## src/rtl/otter_pkg.sv

```systemverilog
// Shared definitions for the OTTER control unit: state encoding and
// RV32I major opcodes used by the decoder and the control FSM.
package otter_pkg;

    typedef enum logic [2:0] {
        INIT  = 3'd0,
        FETCH = 3'd1,
        EXEC  = 3'd2,
        WB    = 3'd3,
        INTR  = 3'd4
    } cu_state_t;

    localparam logic [6:0] OP_RTYPE  = 7'b0110011;
    localparam logic [6:0] OP_ITYPE  = 7'b0010011;
    localparam logic [6:0] OP_LOAD   = 7'b0000011;
    localparam logic [6:0] OP_STORE  = 7'b0100011;
    localparam logic [6:0] OP_BRANCH = 7'b1100011;
    localparam logic [6:0] OP_LUI    = 7'b0110111;
    localparam logic [6:0] OP_AUIPC  = 7'b0010111;
    localparam logic [6:0] OP_JAL    = 7'b1101111;
    localparam logic [6:0] OP_JALR   = 7'b1100111;
    localparam logic [6:0] OP_SYS    = 7'b1110011;

    // SYSTEM funct3 values that matter to the control unit
    localparam logic [2:0] F3_MRET   = 3'b000;
    localparam logic [2:0] F3_CSRRW  = 3'b001;
    localparam logic [2:0] F3_CSRRS  = 3'b010;
    localparam logic [2:0] F3_CSRRC  = 3'b011;

endpackage

```

## src/rtl/cu_fsm.sv

```systemverilog
// OTTER multi-cycle control unit: INIT/FETCH/EXEC/WB/INTR sequencer that
// produces the datapath write/read enables from the current state and,
// in EXEC, from the instruction opcode/funct3.
module cu_fsm
    import otter_pkg::*;
#(
    parameter bit INTR_EN = 1'b1
) (
    input  logic       CLK,
    input  logic       RST,
    input  logic [6:0] opcode,
    input  logic [2:0] funct3,
    input  logic       intr,
    output logic       PCWrite,
    output logic       regWrite,
    output logic       memWE2,
    output logic       memRDEN1,
    output logic       memRDEN2,
    output logic       reset,
    output logic       csr_WE,
    output logic       int_taken,
    output logic       mret_exec
);

    cu_state_t r_state;
    cu_state_t w_next;
    logic      w_intr_req;

    // Interrupt requests are dropped entirely when the trap path is not built
    assign w_intr_req = intr & INTR_EN;

    // State register; reset wins over every transition
    always_ff @(posedge CLK) begin
        if (RST) begin
            r_state <= INIT;
        end else begin
            r_state <= w_next;
        end
    end

    // Next-state and output decode
    always_comb begin
        w_next    = FETCH;
        PCWrite   = 1'b0;
        regWrite  = 1'b0;
        memWE2    = 1'b0;
        memRDEN1  = 1'b0;
        memRDEN2  = 1'b0;
        reset     = 1'b0;
        csr_WE    = 1'b0;
        int_taken = 1'b0;
        mret_exec = 1'b0;

        case (r_state)
            INIT: begin
                reset  = 1'b1;
                w_next = FETCH;
            end

            FETCH: begin
                // Interrupts are only taken at instruction boundaries
                memRDEN1 = 1'b1;
                w_next   = EXEC;
            end

            EXEC: begin
                w_next = w_intr_req ? INTR : FETCH;
                case (opcode)
                    OP_RTYPE, OP_ITYPE, OP_LUI, OP_AUIPC, OP_JAL, OP_JALR: begin
                        PCWrite  = 1'b1;
                        regWrite = 1'b1;
                    end
                    OP_BRANCH: begin
                        PCWrite = 1'b1;
                    end
                    OP_STORE: begin
                        PCWrite = 1'b1;
                        memWE2  = 1'b1;
                    end
                    OP_LOAD: begin
                        // PC advances in WB so the load completes first
                        memRDEN2 = 1'b1;
                        w_next   = WB;
                    end
                    OP_SYS: begin
                        PCWrite = 1'b1;
                        case (funct3)
                            F3_MRET: begin
                                mret_exec = 1'b1;
                            end
                            F3_CSRRW, F3_CSRRS, F3_CSRRC: begin
                                regWrite = 1'b1;
                                csr_WE   = 1'b1;
                            end
                            default: begin
                            end
                        endcase
                    end
                    default: begin
                        PCWrite = 1'b1;
                    end
                endcase
            end

            WB: begin
                regWrite = 1'b1;
                PCWrite  = 1'b1;
                w_next   = w_intr_req ? INTR : FETCH;
            end

            INTR: begin
                // Always return to FETCH so at least one instruction runs
                int_taken = 1'b1;
                PCWrite   = 1'b1;
                w_next    = FETCH;
            end

            default: begin
                w_next = INIT;
            end
        endcase
    end

endmodule

```

## config.mk

```make
export PLATFORM = sky130hd
export DESIGN_NAME = cu_fsm
export DESIGN_NICKNAME = d
export VERILOG_FILES = /design/src/rtl/otter_pkg.sv /design/src/rtl/cu_fsm.sv
export SDC_FILE = /design/constraint.sdc
export NUM_CORES = 1
export LEC_CHECK = 0
export BUFFER_PORTS_ARGS = -buffer_cell sky130_fd_sc_hd__buf_4
export CAP_MARGIN = 20
export CORE_AREA = 3 3 40 42
export CTS_CLUSTER_SIZE = 40
export DETAILED_ROUTE_END_ITERATION = 8
export DIE_AREA = 0 0 43 45
export SYNTH_ARGS = -nofsm -noshare
export SYNTH_HDL_FRONTEND = slang
export SYNTH_SLANG_ARGS = --single-unit
```

## constraint.sdc

```tcl
create_clock -name CLK -period 0.97 [get_ports CLK]
set_input_delay 0.0485 -clock CLK [delete_from_list [all_inputs] [get_ports CLK]]
set_output_delay 0.0485 -clock CLK [all_outputs]
set_load 0.02 [all_outputs]
```

# [Yosys cells after proc, flatten, opt, wreduce, memory -nomap -nowiden]
# Index checks and enable logic that the tools add are counted.
[word_totals] input_bits=13 wordCells=43 register_bits=3 output_inout_bits=9
[op_classes] n_mux=20 eq_ne=16 reduce_logical=6
[op_table] cell="7-bit by 6-bit == test with 1-bit output (second input constant)" n=3
[op_table] cell="7-bit == test (second input constant)" n=3
[op_table] cell="7-bit by 5-bit == test with 1-bit output (second input constant)" n=2
[op_table] cell="1-bit two-way mux" n=14
[op_table] cell="3-bit by 2-bit == test with 1-bit output (second input constant)" n=4
[op_table] cell="3-bit case mux with 4 select lines" n=1
[op_table] cell="7-bit by 2-bit == test with 1-bit output (second input constant)" n=1
[op_table] cell="3-bit by 1-bit == test with 1-bit output (second input constant)" n=2
[op_table] cell="3-bit zero test" n=2
[op_table] cell="3-bit two-way mux" n=2
[op_table] cell="1-bit case mux with 2 select lines" n=3
[op_table] cell="6-bit OR reduction" n=1
[op_table] cell="2-bit OR reduction" n=2
[op_table] cell="3-bit == test (second input constant)" n=1
[op_table] cell="3-bit OR reduction" n=1

# [Depth between registers and ports, before layout]
# Gate-level depths: netlist (run 1).
[logic_depth] depth_word=5 depth_mapped=3 depth_no_buf=3

# [Worst setup path before layout (run 1)]
# OpenSTA, ideal clock, no wires.
[synth_timing] path_type="reg2out" startpoint="register r_state[0]" endpoint="output port PCWrite" setup_slack_ns=-0.363 arrival_time_ns=1.285 required_time_ns=0.922 n_path_buf=0 stages_incl_launch_ff=3 cell_sequence="dfxtp_1 > nor3b_1 > o21bai_1"
[synth_between] elab_chain_len=3 word_cells_on_any_way=5 classes_between="eq/ne: 3; mux: 1; reduce/logical: 1"
[synth_lines] element="from (decl)" line_no="cu_fsm.sv:25" source="cu_state_t r_state;"
[synth_lines] element="from (signal assigned)" line_no="cu_fsm.sv:37" source="r_state <= w_next;"
[synth_lines] element="3-bit == test / 3-bit by 2-bit == test with 1-bit output (equally long branches)" line_no="cu_fsm.sv:54" source="case (r_state)"
[synth_lines] element="2-bit OR reduction (no source line)"
[synth_lines] element="1-bit case mux with 2 select lines (*)" line_no="cu_fsm.sv:54"
[synth_lines] element="to (decl)" line_no="cu_fsm.sv:14" source="output logic PCWrite,"
# Mark *: on every way between the ends. The rest lies on a longest branch, timed or not.

# [Worst setup path after layout (run 1)]
[layout_timing] startpoint="register r_state[0]" endpoint="output port mret_exec"
[layout_between] elab_chain_len=2
[layout_lines] element="3-bit by 2-bit == test with 1-bit output" line_no="cu_fsm.sv:54"
[layout_lines] element="1-bit two-way mux" line_no="cu_fsm.sv:54"
[layout_lines] element="to (decl)" line_no="cu_fsm.sv:22" source="output logic mret_exec"
# No other way between the ends.

==> summary.md, run 1 <==
| Metric | Value |
|---|---|
| Number of enable flip-flop cells after synthesis | `0` |
| Max clock buf depth | `2` |
| Area after DPL | `593 µm²` |
| Vias per cell | `~5` |
| Seq cells post-synth | `3` |
| Cell Area, Synth | `around 330 µm²` |
| Final setup margin | `-0.432 ns` |
| Worst slack, placed | `-0.182 ns` |
| Crit path largest cell delay | `about 0.34 ns` |
| CTS clock-pin slew for the worst setup and hold paths | `around 0.050 ns` |
| Met2 WL post-DR | `between 500 and 600 µm` |
| Relative slew slack | `0.826` |
| Top Registers | `r_state: 3 flops` |
| Skew final | `0.0154 ns` |
| CP max stage cell | `dfxtp_2` |
| Die area | `1940 µm²` |
| Synth area leaders | `dfxtp_1 (18%), nor4bb_4 (7.7%), nor4b_4 (7.3%), nor3b_1 (6.9%), and4b_1 (6.2%)` |
| WP buf/inv | `1` |
| Initial cell density of the core | `0.253` |
| Layout Utilization | `0.547` |
| Critical Path AT | `1.35 ns` |
| Initial drt markers | `1` |
| Post-synth top area share | `0.185` |
| Io pins | `22` |
| Post-layout instance area | `approximately 700 µm²` |
| First-pass GRT wire length | `roughly 1800 µm` |
| Port Buffers | `21` |
| Top sig layer | `met4` |
| Setup crit end kind | `output pin` |
| Die Y | `roughly 45 µm` |
| Routed len/inst | `around 13 µm` |
| WL met1 | `411 µm` |
| Fin. Hold Viols | `0` |
| Layout Cells excl Fill | `84` |
| Layout cells sized above 1 | `0.710` |
| Hold_sp | `RST` |
| N_diodes | `0` |
| Final ANT Viol Nets | `0` |
| Total CTS buffers | `3` |
| Global route total overflow | `0` |
| DR DRC count | `0` |
| Min-Delay Path Class | `in -> reg` |
| Area leader, netlist | `dfxtp_1` |
| TritonCTS clock tree | `done` |
| Fmax | `just over 700 MHz` |
| Pwr dens | `1060 nW/µm²` |
| Max FFs per register | `3` |
| Rows | `13` |
| Top cells by count, synth | `dfxtp_1 (3), nor3_1 (3), nor3b_1 (3)` |
| Number of global-route vias before repair | `between 400 and 500` |
| Layout area overhead | `116%` |
| Status | `finished, violations left` |
| Initial antenna violation count | `0` |
| GR Util All Layers | `0.130` |
| Worst r2r src | `r_state[0]` |
| Final Slew Violations | `0` |
| Latest clock arrival within the worst-skew pair | `0.25 ns` |
| Core Region | `1280 µm²` |
| DP HPWL | `about 830 µm` |
| Violated checks | `setup timing` |
| Total Power | `roughly 0.00075 W` |
| Max VDD drop | `just over 700 µV` |
| Final Setup Violations | `12` |
| Top reg by flops | `r_state` |
| Final net count | `83` |
| Startpoint types | `flop` |
| DR WL met3 | `118 µm` |
| Post-Syn Area per Cell | `between 9 and 10 µm²` |
| Max_cap viols | `0` |
| CP startpoint | `r_state[0]` |
| Crit path kind | `reg -> out` |
| Crit path max fanout | `3` |
| Gate Count Post-Synth | `34` |
| Req. time, crit path | `approximately 0.92 ns` |
| Cell chain of the critical path | `nor4b_4, nand2_2, nor3_4, buf_6` |
| Synth unique cells | `26` |
| DRT Wirelength | `between 1000 and 1500 µm` |
| Clk sinks | `3` |
| Synth Net Count | `47` |
| Dpl cells | `78` |
| Chip Width | `approximately 43 µm` |
| Period utilization | `1.45` |
| Fillers | `about 130` |
| Synth Warn # | `0` |
| Ys async rst share | `0` |
| Routability cong. | `0.726` |
| RSZ-0062 raised after global routing | `yes` |
| Period minus WS final | `between 1 and 1.5 ns` |
| Via Count | `just over 400` |
| H-tree levels | `1` |
| Worst-margin pin slew | `0.259 ns` |
| Largest net degree at the start of global routing | `8` |
| CP top delay family | `simple AND/OR/NAND/NOR gates` |
| Main synth FF type | `dfxtp_1` |
| Root buffer cell | `clkbuf_4` |
| Leak | `roughly 0.32 nW` |
| Seq/Total Area, Yosys | `0.185` |
| First-pass iteration count of the detailed router | `2` |
-- path summary, 6_finish.rpt --
check / to / cells past startpoint / slack [ns]
max reg2reg: r_state[2] / 4 / -0.18
min: r_state[0] / 3 / 0.10
min reg2reg: r_state[1] / 2 / 0.54
max: mret_exec / 4 / -0.43
-- what timing repair did --
action / 4_1_cts / 5_1_grt
gates resized for setup: 7 / 6
hold buffers: 2 / 0
pin swaps: 4 / 3
endpoints found under the setup margin: 12 / 12
setup buffers: 0 / 0
endpoints found under the hold margin: 2 / 0
-- cell usage in the layout (no fill, tap or decap), types with 2 or more instances in the layout --
cell	netlist	final
buf_4	0	23
buf_6	0	5
nor3_4	0	3
clkbuf_4	0	3
nor3b_4	0	2
and4b_1	2	2
nor3b_1	3	2
dlygate4sd3_1	0	2
dfxtp_2	0	2
-- metal layers --
metal,global-route usage,vias up
met5,0,-
met4,0.0723,0
met3,0.0637,2
met2,0.237,22
met1,0.119,181
li1,-,207
-- metrics by stage --
step           TNS [ns]  hold slack (ns)
2_1_floorplan    -0.454            0.116
3_5_place_dp      -1.20            0.236
6_report          -3.40            0.105
5_1_grt           -4.08            0.121
3_3_place_gp      -1.15            0.233
4_1_cts           -3.43           0.0988
-- final cells by class --
class / count / area (µm²) / share of cell area
clock buffer: 4 / 26.3 / 0.0374
inverter: 1 / 3.75 / 0.00534
multi-input combinational: 30 / 324 / 0.461
sequential: 3 / 66.3 / 0.0943
tap: 15 / 18.8 / 0.0267
timing repair buffer: 31 / 264 / 0.375
-- power by group --
part           total, W  internal [W]  switching, W
logic          0.000345      0.000182      0.000164
clock network  0.000244      0.000156     0.0000885
registers      0.000156      0.000141     0.0000146
total          0.000745      0.000479      0.000267
-- worst reg2reg max path, stage by stage (launching register included) --
cell and delay, ns:
dfxtp_2 0.34, nor4_2 0.29, buf_4 0.17, a21boi_1 0.08, nor3b_1 0.15
-- logic make-up after synthesis --
family,count (synthesis),share of synthesized area
and+or+nand+nor,24,0.673
AOI/OAI and AO/OA,6,0.131
DFF,3,0.185
buffers and inverters,1,0.0115
Power figures use the tool's default switching activity.
==> run 2: changes to the inputs <==
--- a/config.mk
+++ b/config.mk
@@ -6,11 +6,11 @@
 export NUM_CORES = 1
 export LEC_CHECK = 0
 export BUFFER_PORTS_ARGS = -buffer_cell sky130_fd_sc_hd__buf_4
-export CAP_MARGIN = 20
-export CORE_AREA = 3 3 40 42
+export CAP_MARGIN = 5
+export CORE_AREA = 2 2 39 41
 export CTS_CLUSTER_SIZE = 40
 export DETAILED_ROUTE_END_ITERATION = 8
-export DIE_AREA = 0 0 43 45
+export DIE_AREA = 0 0 41 43
 export SYNTH_ARGS = -nofsm -noshare
 export SYNTH_HDL_FRONTEND = slang
 export SYNTH_SLANG_ARGS = --single-unit
==> summary.md, run 2 (synthesis gave the netlist of run 1 again) <==
| Metric | Value |
|---|---|
| Layout cells sized above 1 | `0.710 (unchanged)` |
| Vias per cell | `4.78 (was 4.90)` |
| Die Y | `43 µm (was 45 µm)` |
| Final net count | `83 (unchanged)` |
| Top Registers | `r_state: 3 flops (unchanged)` |
| Max FFs per register | `3 (unchanged)` |
| RSZ-0062 raised after global routing | `yes (unchanged)` |
| Setup crit end kind | `output pin (unchanged)` |
| Status | `finished, violations left (unchanged)` |
| Total negative setup slack | `-3.12 ns (was -3.40 ns)` |
| Rows | `14 (was 13)` |
| Crit path max fanout | `3 (unchanged)` |
| Number of global-route vias before repair | `358 (was 432)` |
| Period utilization | `1.42 (was 1.45)` |
| Min-Delay Path Class | `in -> reg (unchanged)` |
| Setup Fix Bufs, Post-CTS | `0 (unchanged)` |
| Initial antenna violation count | `0 (unchanged)` |
| H-tree levels | `1 (unchanged)` |
| Root buffer cell | `clkbuf_4 (unchanged)` |
| First-pass iteration count of the detailed router | `1 (was 2)` |
| Clk sinks | `3 (unchanged)` |
| Fillers | `145 (was 133)` |
| Routed len/inst | `12.1 µm (was 13.0 µm)` |
| Period minus WS final | `1.38 ns (was 1.40 ns)` |
| DRT Wirelength | `1030 µm (was 1100 µm)` |
| Max clock buf depth | `2 (unchanged)` |
| Port Buffers | `21 (unchanged)` |
| Total Power | `0.000687 W (was 0.000745 W)` |
| Total CTS buffers | `3 (unchanged)` |
| Layout area overhead | `109% (was 116%)` |
| CTS clock-pin slew for the worst setup and hold paths | `0.04 ns (was 0.05 ns)` |
| Routability cong. | `0.692 (was 0.726)` |
| Dpl cells | `79 (was 78)` |
| Final ANT Viol Nets | `0 (unchanged)` |
| DR DRC count | `0 (unchanged)` |
| Final Setup Violations | `12 (unchanged)` |
| Largest net degree at the start of global routing | `8 (unchanged)` |
| Relative slew slack | `0.811 (was 0.826)` |
| Fin Hold WS | `0.0880 ns (was 0.105 ns)` |
| First-pass GRT wire length | `1420 µm (was 1820 µm)` |
| Skew final | `0.00231 ns (was 0.0154 ns)` |
| Core Region | `1380 µm² (was 1280 µm²)` |
| TritonCTS clock tree | `done (unchanged)` |
| Fmax | `727 MHz (was 713 MHz)` |
| Leak | `0.325 nW (was 0.318 nW)` |
| Startpoint types | `flop (unchanged)` |
| Max_cap viols | `0 (unchanged)` |
| Violated checks | `setup timing (unchanged)` |
| Initial cell density of the core | `0.235 (was 0.253)` |
| Leading cell types in the layout, fill and taps excluded | `buf_4 (26), clkbuf_4 (3), buf_6 (3) (was buf_4 (23), buf_6 (5), nor3_4 (3), clkbuf_4 (3))` |
| Req. time, crit path | `0.92 ns (about the same)` |
| Io pins | `22 (unchanged)` |
| Area after DPL | `594 µm² (was 593 µm²)` |
| Area of the multi-input gates | `314 µm² (was 324 µm²)` |
| Final setup margin | `-0.406 ns (was -0.432 ns)` |
| Global route total overflow | `0 (unchanged)` |
| Via Count | `406 (was 412)` |
| Initial drt markers | `0 (was 1)` |
| Critical Path AT | `1.33 ns (was 1.35 ns)` |
| Top reg by flops | `r_state (unchanged)` |
| GR Util All Layers | `0.124 (was 0.130)` |
| Fin. Hold Viols | `0 (unchanged)` |
| Max VDD drop | `584 µV (was 711 µV)` |
| Reg area | `66.3 µm² (unchanged)` |
| Crit path kind | `reg -> out (unchanged)` |
| Post-layout instance area | `679 µm² (was 703 µm²)` |
| Worst-margin pin slew | `0.283 ns (was 0.259 ns)` |
| N_diodes | `0 (unchanged)` |
| DP HPWL | `815 µm (was 833 µm)` |
| Most common cell after layout, fill and taps aside | `buf_4 (unchanged)` |
| Final Slew Violations | `0 (unchanged)` |
| Die area | `1760 µm² (was 1940 µm²)` |
| Layout Cells excl Fill | `85 (was 84)` |
| Chip Width | `41 µm (was 43 µm)` |
| Pwr dens | `1010 nW/µm² (was 1060 nW/µm²)` |
| Latest clock arrival within the worst-skew pair | `0.23 ns (was 0.25 ns)` |
==> run 2: repair_timing <==
| action | in CTS | in global routing |
|---|---|---|
| endpoints found under the setup margin | 12 | 12 |
| pin swaps | 2 | 1 |
| hold endpoints to repair | 2 | 0 |
| gates resized for setup | 7 | 2 |
| hold buffers | 2 | 0 |
==> run 2: final timing paths <==
check	from	end	slack, ns	cells past startpoint
worst max-delay path	r_state[0]	csr_WE	-0.41	4
worst min register to register	r_state[2]	r_state[1]	0.53	2
worst min-delay path	RST	r_state[0]	0.09	3
worst max register to register	r_state[0]	r_state[0]	-0.16	4
==> run 2: area by class of cell <==
class                   instances  area share
clock buffers                   4      0.0387
inverters                       1     0.00552
multi-input cells              30       0.462
flip-flops and latches          3      0.0976
well taps                      16      0.0295
repair buffers                 31       0.366
==> run 2: per-stage QoR <==
| stage | setup slack (ns) | util |
|---|---|---|
| after CTS | -0.406 | 0.483 |
| after global routing | -0.486 | 0.491 |
| after floorplan | -0.101 | - |
| after global placement | -0.152 | 0.429 |
| final | -0.406 | 0.491 |
| after detailed placement | -0.184 | 0.429 |
==> run 2: power breakdown <==
| part | switching [W] | total (W) | internal [W] |
|---|---|---|---|
| combinational | 0.000147 | 0.000305 | 0.000158 |
| clock | 0.0000697 | 0.000224 | 0.000155 |
| sequential | 0.0000165 | 0.000158 | 0.000141 |
| total | 0.000233 | 0.000687 | 0.000454 |
==> run 2: critical path, stage by stage, from the launching register on <==
cell and delay, ns:
dfxtp_2 0.34, nor4b_4 0.29, nand2_4 0.13, nor3b_4 0.20, buf_6 0.14
==> run 2: routing by layer <==
metal,up-vias,track usage,wire length [µm]
li1,210,-,-
met1,180,0.122,350
met2,16,0.203,589
met3,0,0.0314,91
met4,0,0.100,0
met5,-,0,0
